===== src/rtl/extra1_result_collector.sv =====
// rtl/extra1_result_collector.sv - latency-matched result capture into a show-ahead FIFO
// Re-derives result validity from the issue strobe and buffers accepted results for a reader.
module extra1_result_collector #(
  parameter int LATENCY = 3,
  parameter int DEPTH   = 8,
  parameter int WIDTH   = 36
) (
  input  logic                     clk,
  input  logic                     rst,
  input  logic                     in_valid,
  input  logic [WIDTH-1:0]         Q_in,
  input  logic                     rd_en,
  output logic [WIDTH-1:0]         rd_data,
  output logic                     rd_valid,
  output logic                     full,
  output logic                     empty,
  output logic [$clog2(DEPTH):0]   count,
  output logic                     overflow,
  output logic [15:0]              res_total
);

  localparam int AW = $clog2(DEPTH);
  localparam int CW = AW + 1;

  logic [LATENCY-1:0] vpipe_q, vpipe_d;
  logic [AW-1:0]      wr_ptr_q, wr_ptr_d;
  logic [AW-1:0]      rd_ptr_q, rd_ptr_d;
  logic [CW-1:0]      count_q, count_d;
  logic [WIDTH-1:0]   rd_data_q, rd_data_d;
  logic               overflow_q, overflow_d;
  logic [15:0]        res_total_q, res_total_d;
  logic [WIDTH-1:0]   mem_q [DEPTH];

  logic               push, pop, accept, is_full;
  logic [AW-1:0]      head_ptr;

  always_comb begin
    vpipe_d[0] = in_valid;
    for (int i = 1; i < LATENCY; i++) begin
      vpipe_d[i] = vpipe_q[i-1];
    end

    push    = vpipe_q[LATENCY-1];
    is_full = (count_q == CW'(DEPTH));
    pop     = rd_en && (count_q != '0);
    // A pop at the same edge frees the slot, so a push into a full FIFO is still accepted.
    accept  = push && (!is_full || pop);

    wr_ptr_d    = wr_ptr_q + AW'(accept);
    rd_ptr_d    = rd_ptr_q + AW'(pop);
    count_d     = count_q + CW'(accept) - CW'(pop);
    overflow_d  = overflow_q || (push && !accept);
    res_total_d = res_total_q + 16'(accept);

    // Registered head: the new head is the entry being written only when it lands in an emptied FIFO.
    head_ptr  = rd_ptr_d;
    rd_data_d = rd_data_q;
    if (count_d != '0) begin
      if (accept && (head_ptr == wr_ptr_q)) begin
        rd_data_d = Q_in;
      end else begin
        rd_data_d = mem_q[head_ptr];
      end
    end
  end

  always_ff @(posedge clk) begin
    if (rst) begin
      vpipe_q     <= '0;
      wr_ptr_q    <= '0;
      rd_ptr_q    <= '0;
      count_q     <= '0;
      rd_data_q   <= '0;
      overflow_q  <= 1'b0;
      res_total_q <= '0;
    end else begin
      vpipe_q     <= vpipe_d;
      wr_ptr_q    <= wr_ptr_d;
      rd_ptr_q    <= rd_ptr_d;
      count_q     <= count_d;
      rd_data_q   <= rd_data_d;
      overflow_q  <= overflow_d;
      res_total_q <= res_total_d;
    end
  end

  always_ff @(posedge clk) begin
    if (!rst && accept) begin
      mem_q[wr_ptr_q] <= Q_in;
    end
  end

  assign rd_data   = rd_data_q;
  assign count     = count_q;
  assign full      = (count_q == CW'(DEPTH));
  assign empty     = (count_q == '0);
  assign rd_valid  = (count_q != '0);
  assign overflow  = overflow_q;
  assign res_total = res_total_q;

endmodule


===== config.mk =====
export PLATFORM = sky130hd
export DESIGN_NAME = extra1_result_collector
export DESIGN_NICKNAME = d
export VERILOG_FILES = /design/src/rtl/extra1_result_collector.sv
export SDC_FILE = /design/constraint.sdc
export NUM_CORES = 1
export LEC_CHECK = 0
export CAP_MARGIN = 20
export CORE_ASPECT_RATIO = 0.8
export CORE_MARGIN = 2
export CORE_UTILIZATION = 45
export DETAILED_ROUTE_END_ITERATION = 6
export MAX_ROUTING_LAYER = met4
export PLACE_DENSITY = 0.65
export SLEW_MARGIN = 20
export SYNTH_ARGS = -nofsm -noshare
export SYNTH_HDL_FRONTEND = slang
export SYNTH_SLANG_ARGS = --single-unit

===== constraint.sdc =====
create_clock -name clk -period 6.1 [get_ports clk]
set_input_delay 0.915 -clock clk [delete_from_list [all_inputs] [get_ports clk]]
set_output_delay 0.915 -clock clk [all_outputs]
set_load 0.05 [all_outputs]

==> flow_summary.yaml <==
grt:
  antenna_found_initial: 1
  overflow: 0
  grt_pass1_wl_mm: 46.7
  grtUsageTotal_pct: 19.4
  grt_pass1_vias: 7800
  grt_max_degree: 60
sta:
  rsz0062_at_grt: "false"
  period_minus_slack_ps: 4240
  setup_tns_ps: 0
  maxSlewViolCount: 0
  tightest_slew_ps: 889
  finalSetupViolCount: 0
  relSlewSlack_pct: 40.6
  finalCritPeriodShare_pct: 69.5
  finalHoldViolCount: 0
  fin_skew_ps: 15.9
  fmax_mhz: 236
floorplanning:
  die_area_sq_um: 32800
  die_h_um: 162
  initial_core_util_pct: 46.1
  core.rowCount: 57
  core_sq_um: 30600
  die_x_um: 202
  io-pin-count: 100
placement:
  dp_hpwl_mm: 17.6
  place_congestion: 0.742
  port_buffers: 99
detailed_routing:
  ant_nets: 0
  drcViolationCount: 0
  via_per_inst: 5.58
  drt_iter0_drc: 652
  route.detailed.wl_per_inst_um: 22.0
  routed-via-count: 7613
  totalWireLength_mm: 30.1
  first_pass_iters: 4
pwr:
  total_power_mw: 7.85
  total_leakage_power_nw: 5.35
  ir_drop_mv: 0.349
  p_per_area_nw_per_um2: 464
setup_path:
  cp-start-kind: "flip-flop"
  regToRegStartpoint: "count[2]"
  crit_chain: "inv_1, ha_1, nor3b_1, a21oi_1, inv_1, ha_1, inv_1, ha_1, inv_1, fa_1, nand3b_1, a2111oi_4, buf_4, or3_1, buf_4, o32ai_1"
  reg2reg_depth: 16
  rrSetupSlack_ps: 1860
  critPathArrivalTime_ps: 4610
  cpMostUsedCell: "inv_1"
  critical_path_buf_inv_count: 6
  worstSetupPathType: "reg2reg"
  endpoint_kind: "flip-flop"
  worstPathMaxFanout: 36
  crit_path_max_incr_delay_ps: 630
  cp_slowest_cell: "nor3b_1"
  r2r-end: "rd_data[22]"
  cp_top_family: "adder cells"
  cp.required_ps: 6470
yosys:
  synth_area_sq_um: 14100
  synth_edf_count: 288
  ys_seq_area_share_pct: 70.7
  ys_warn_count: 0
  avgSynthCellArea_sq_um: 17.4
  async_flop_share_pct: 0
  syn_nets: 862
  ys_ff_latch: 354
  synthDistinctLibCells: 44
  syn_inst: 809
  ys.flop_type: "edfxtp_1"
min_path:
  hold_path_startpoint: "vpipe_q[1]"
  hold_path.class: "reg2reg"
  hold_end: "vpipe_q[2]"
  holdPathStages: 1
clock_network:
  cts_num_sinks: 354
  clock_latency_ps: 530
  cts_resized: 0
  root_buffer: "clkbuf_16"
  cts_inserted_buffers: 36
  ctsHoldBuffers: 0
  clk_pin_slew_ps: 60
  cts_tree: "built"
  clk_path_buf_depth: 3
  postCtsSetupRepairBufs: 0
  cts_max_level: 2
final_layout:
  layout_common_cells: "288 x edfxtp_1, 98 x clkdlybuf4s50_1, 72 x mux4_2"
  nets: 975
  drive_above_1_share_pct: 21.2
  final_common_cell: "edfxtp_1"
  area_growth_pct: 19.9
run_status:
  outcome: "finished clean"
run:
  cap_violations: 0
state kept, by name (all words and copies together), names as in the netlist:
| signal | flops |
|---|---|
| count | 4 |
| rd_ptr_q | 3 |
| overflow | 1 |
| res_total | 16 |
| wr_ptr_q | 3 |
| mem_q | 288 |
| vpipe_q | 3 |
| rd_data | 36 |
layer usage:
metal	global-route usage (%)	vias to the layer above	routed length, um
met3	3.66	36	1980
met5	-	-	0
met4	4.75	0	445
met2	29.3	258	13900
met1	27.6	3877	13800
li1	-	3442	-
through the flow:
step / instance area, sq um / hold slack, ps / std cells / util [%] / setup slack [ps]
finish: 16900 / 439 / 1364 / 55.3 / 1860
global route: 16900 / 454 / 1364 / 55.3 / 1490
CTS: 16900 / 441 / 1363 / 55.2 / 1850
detailed placement: 15700 / 425 / 1297 / 51.2 / 1410
global placement: 15700 / 419 / 1297 / 51.2 / 1480
floorplan: 14100 / 414 / 809 / - / 233
power by group:
group | internal (mW) | switching, mW
combinational | 1.22 | 1.54
sequential | 2.73 | 0.103
clock | 1.35 | 0.896
cell usage after synthesis (19+ instances only):
cell	instances	area (sq um)
edfxtp_1	288	8650
o31ai_1	26	195
nor2_1	19	71.3
mux2_2	34	383
dfxtp_1	66	1320
mux4_2	72	1620
inv_1	21	78.8
o21ai_0	27	135
clkbuf_1	28	105
a21oi_1	42	210
nor2b_1	37	231
nor3_1	42	210
worst max path at each step:
stage | from | endpoint | slack [ps] | depth (start not counted)
finish | count[2] | rd_data[22] | 1860 | 16
global route | count[2] | rd_data[8] | 1490 | 15
detailed placement | rd_en | rd_data[22] | 1410 | 15
floorplan | count[2] | mem_q[0][0] | 230 | 6
global placement | rd_en | rd_data[19] | 1480 | 15
CTS | count[2] | rd_data[22] | 1850 | 16
cells by family (layout without fill, tap and decap cells):
logic type	after synthesis	count (layout)	synth area share (%)
adders and majority gates	13	13	1.21
xor gates and xnor gates	18	18	1.32
AOI/OAI and AO/OA	114	114	5.22
buffers and inverters	68	209	2.08
other	0	1	0
and+or+nand+nor	134	134	5.10
DFF	354	354	70.7
muxes	108	108	14.4
worst reg2reg max path: cells and delay by family, from the launching register on:
family	cells	cell delay [ps]
DFF	1	310
AOI/OAI and AO/OA	3	700
and+or+nand+nor	3	920
adders and majority gates	4	1090
buffers and inverters	6	1080
layout make-up:
class / count / area (sq um)
antenna: 1 / 2.50
clock buffer: 51 / 1030
clock inverter: 15 / 189
fill: 2366 / 13700
inverter: 21 / 78.8
multi-input combinational: 387 / 3940
sequential: 354 / 9970
tap: 413 / 517
timing repair buffer: 122 / 1180
(Power assumes the default switching activity.)
==> RTL edit (config.mk and constraints unchanged) <==
The parameter `LATENCY` goes from 3 to 2.
--- a/src/rtl/extra1_result_collector.sv
+++ b/src/rtl/extra1_result_collector.sv
@@ -2,5 +2,5 @@
 // Re-derives result validity from the issue strobe and buffers accepted results for a reader.
 module extra1_result_collector #(
-  parameter int LATENCY = 3,
+  parameter int LATENCY = 2,
   parameter int DEPTH   = 8,
   parameter int WIDTH   = 36
Check against the original RTL: not equivalent (a bounded check fails within 4 cycles, from zero or initial values and one cycle with rst high).
==> RTL edit against the original RTL <==
Worst setup slack better by 5.0 ps. First-iteration DRC count is 9.4% higher. Sequential cell count shrank 1. Routed wire length grew 3.8%. Power is 1.3% lower. Global-route usage increased by 0.67 points. Design area decreased by 0.78%. Sequential power about the same. Area after synthesis fell by 0.12%.
==> RTL edit: results (changes against the original RTL) <==
Outcome
  – Status: finished clean (unchanged)

Placement
  – Worst slack, placed: 1390 ps (was 1410 ps)
  – Placer's final routability congestion estimate: 0.783 (was 0.742)

Critical path
  – Arr. time, crit path: 4600 ps (was 4610 ps)
  – CP max stage delay: 590 ps (was 630 ps)
  – Worst reg2reg path depth: 15 (was 16)
  – Crit-path max FO: 32 (was 36)

Logic synthesis
  – Synth Area in Compound Gates: 5.25% (was 5.22%)
  – Synthesized-area fraction occupied by adder cells: 1.21% (about the same)
  – Sequential fraction of the synthesis area: 70.6% (was 70.7%)
  – Multiplexer share of the synthesized area: 14.4% (about the same)

Finish
  – Non-Filler Instances: 1,358 (was 1,364)
  – Final-stage net count: 973 (was 975)
  – Share of cells above drive strength 1: 21.1% (was 21.2%)

Global routing
  – Largest net degree at the start of global routing: 59 (was 60)
  – Met2 Track Usage GR: 30.2% (was 29.3%)
  – Met1 GRT Util: 28.3% (was 27.6%)
  – Antenna violations before repair: 0 (was 1)
  – Vias in the first global route: 8,014 (was 7,800)

Routing
  – Initial DRC count: 713 (was 652)
  – Pre-antenna DRT Iters: 5 (was 4)
  – Met3 wire len: 1.76 mm (was 1.98 mm)
  – Met2 wire length: 14.6 mm (was 13.9 mm)

Timing
  – Clk_skew: 22.5 ps (was 15.9 ps)
  – Slew headroom: 32.7% (was 40.6%)
RTL edit: cell types whose count changed after synthesis, sizes merged:
cell and delta:
dfxtp -1, buf -1, clkbuf +1, nor2b -1
RTL edit: cell families (layout without fill, tap and decap cells):
| logic type | after synthesis | after routing |
|---|---|---|
| adder cells (fa/ha/maj) | 13 | 13 |
| XOR/XNOR | 18 | 18 |
| flip-flops | 353 | 353 |
| AO/OA/AOI/OAI | 114 | 114 |
| multiplexers | 108 | 108 |
| buffers and inverters | 68 | 206 |
| AND/OR/NAND/NOR | 133 | 133 |
RTL edit: worst register-to-register path, delay by kind of cell (launching register included):
| kind | cells | cell delay (ps) |
|---|---|---|
| AOI/OAI and AO/OA | 3 | 990 |
| adders and majority gates | 4 | 950 |
| and+or+nand+nor | 2 | 890 |
| buffers and inverters | 5 | 750 |
| DFF | 1 | 310 |
| xor gates and xnor gates | 1 | 210 |
RTL edit: final timing paths:
check,start,end,slack (ps)
max,count[2],rd_data[7],1860
min,vpipe_q[0],vpipe_q[1],450
max reg2reg,count[2],rd_data[7],1860
min reg2reg,vpipe_q[0],vpipe_q[1],450
RTL edit: cell type report:
| cell class | count | area (sq um) |
|---|---|---|
| fill | 2372 | 13800 |
| sequential | 353 | 9950 |
| multi-input combinational | 386 | 3930 |
| timing repair buffer | 124 | 1190 |
| clock buffer | 52 | 1010 |
| tap | 413 | 517 |
| clock inverter | 9 | 98.8 |
| inverter | 21 | 78.8 |
RTL edit: where the power goes:
part | switching (uW) | total, uW | leakage (uW) | internal (uW)
clock network | 858 | 2090 | 0.000541 | 1230
registers | 112 | 2850 | 0.00313 | 2730
logic | 1590 | 2810 | 0.00163 | 1230
total | 2560 | 7750 | 0.00530 | 5190
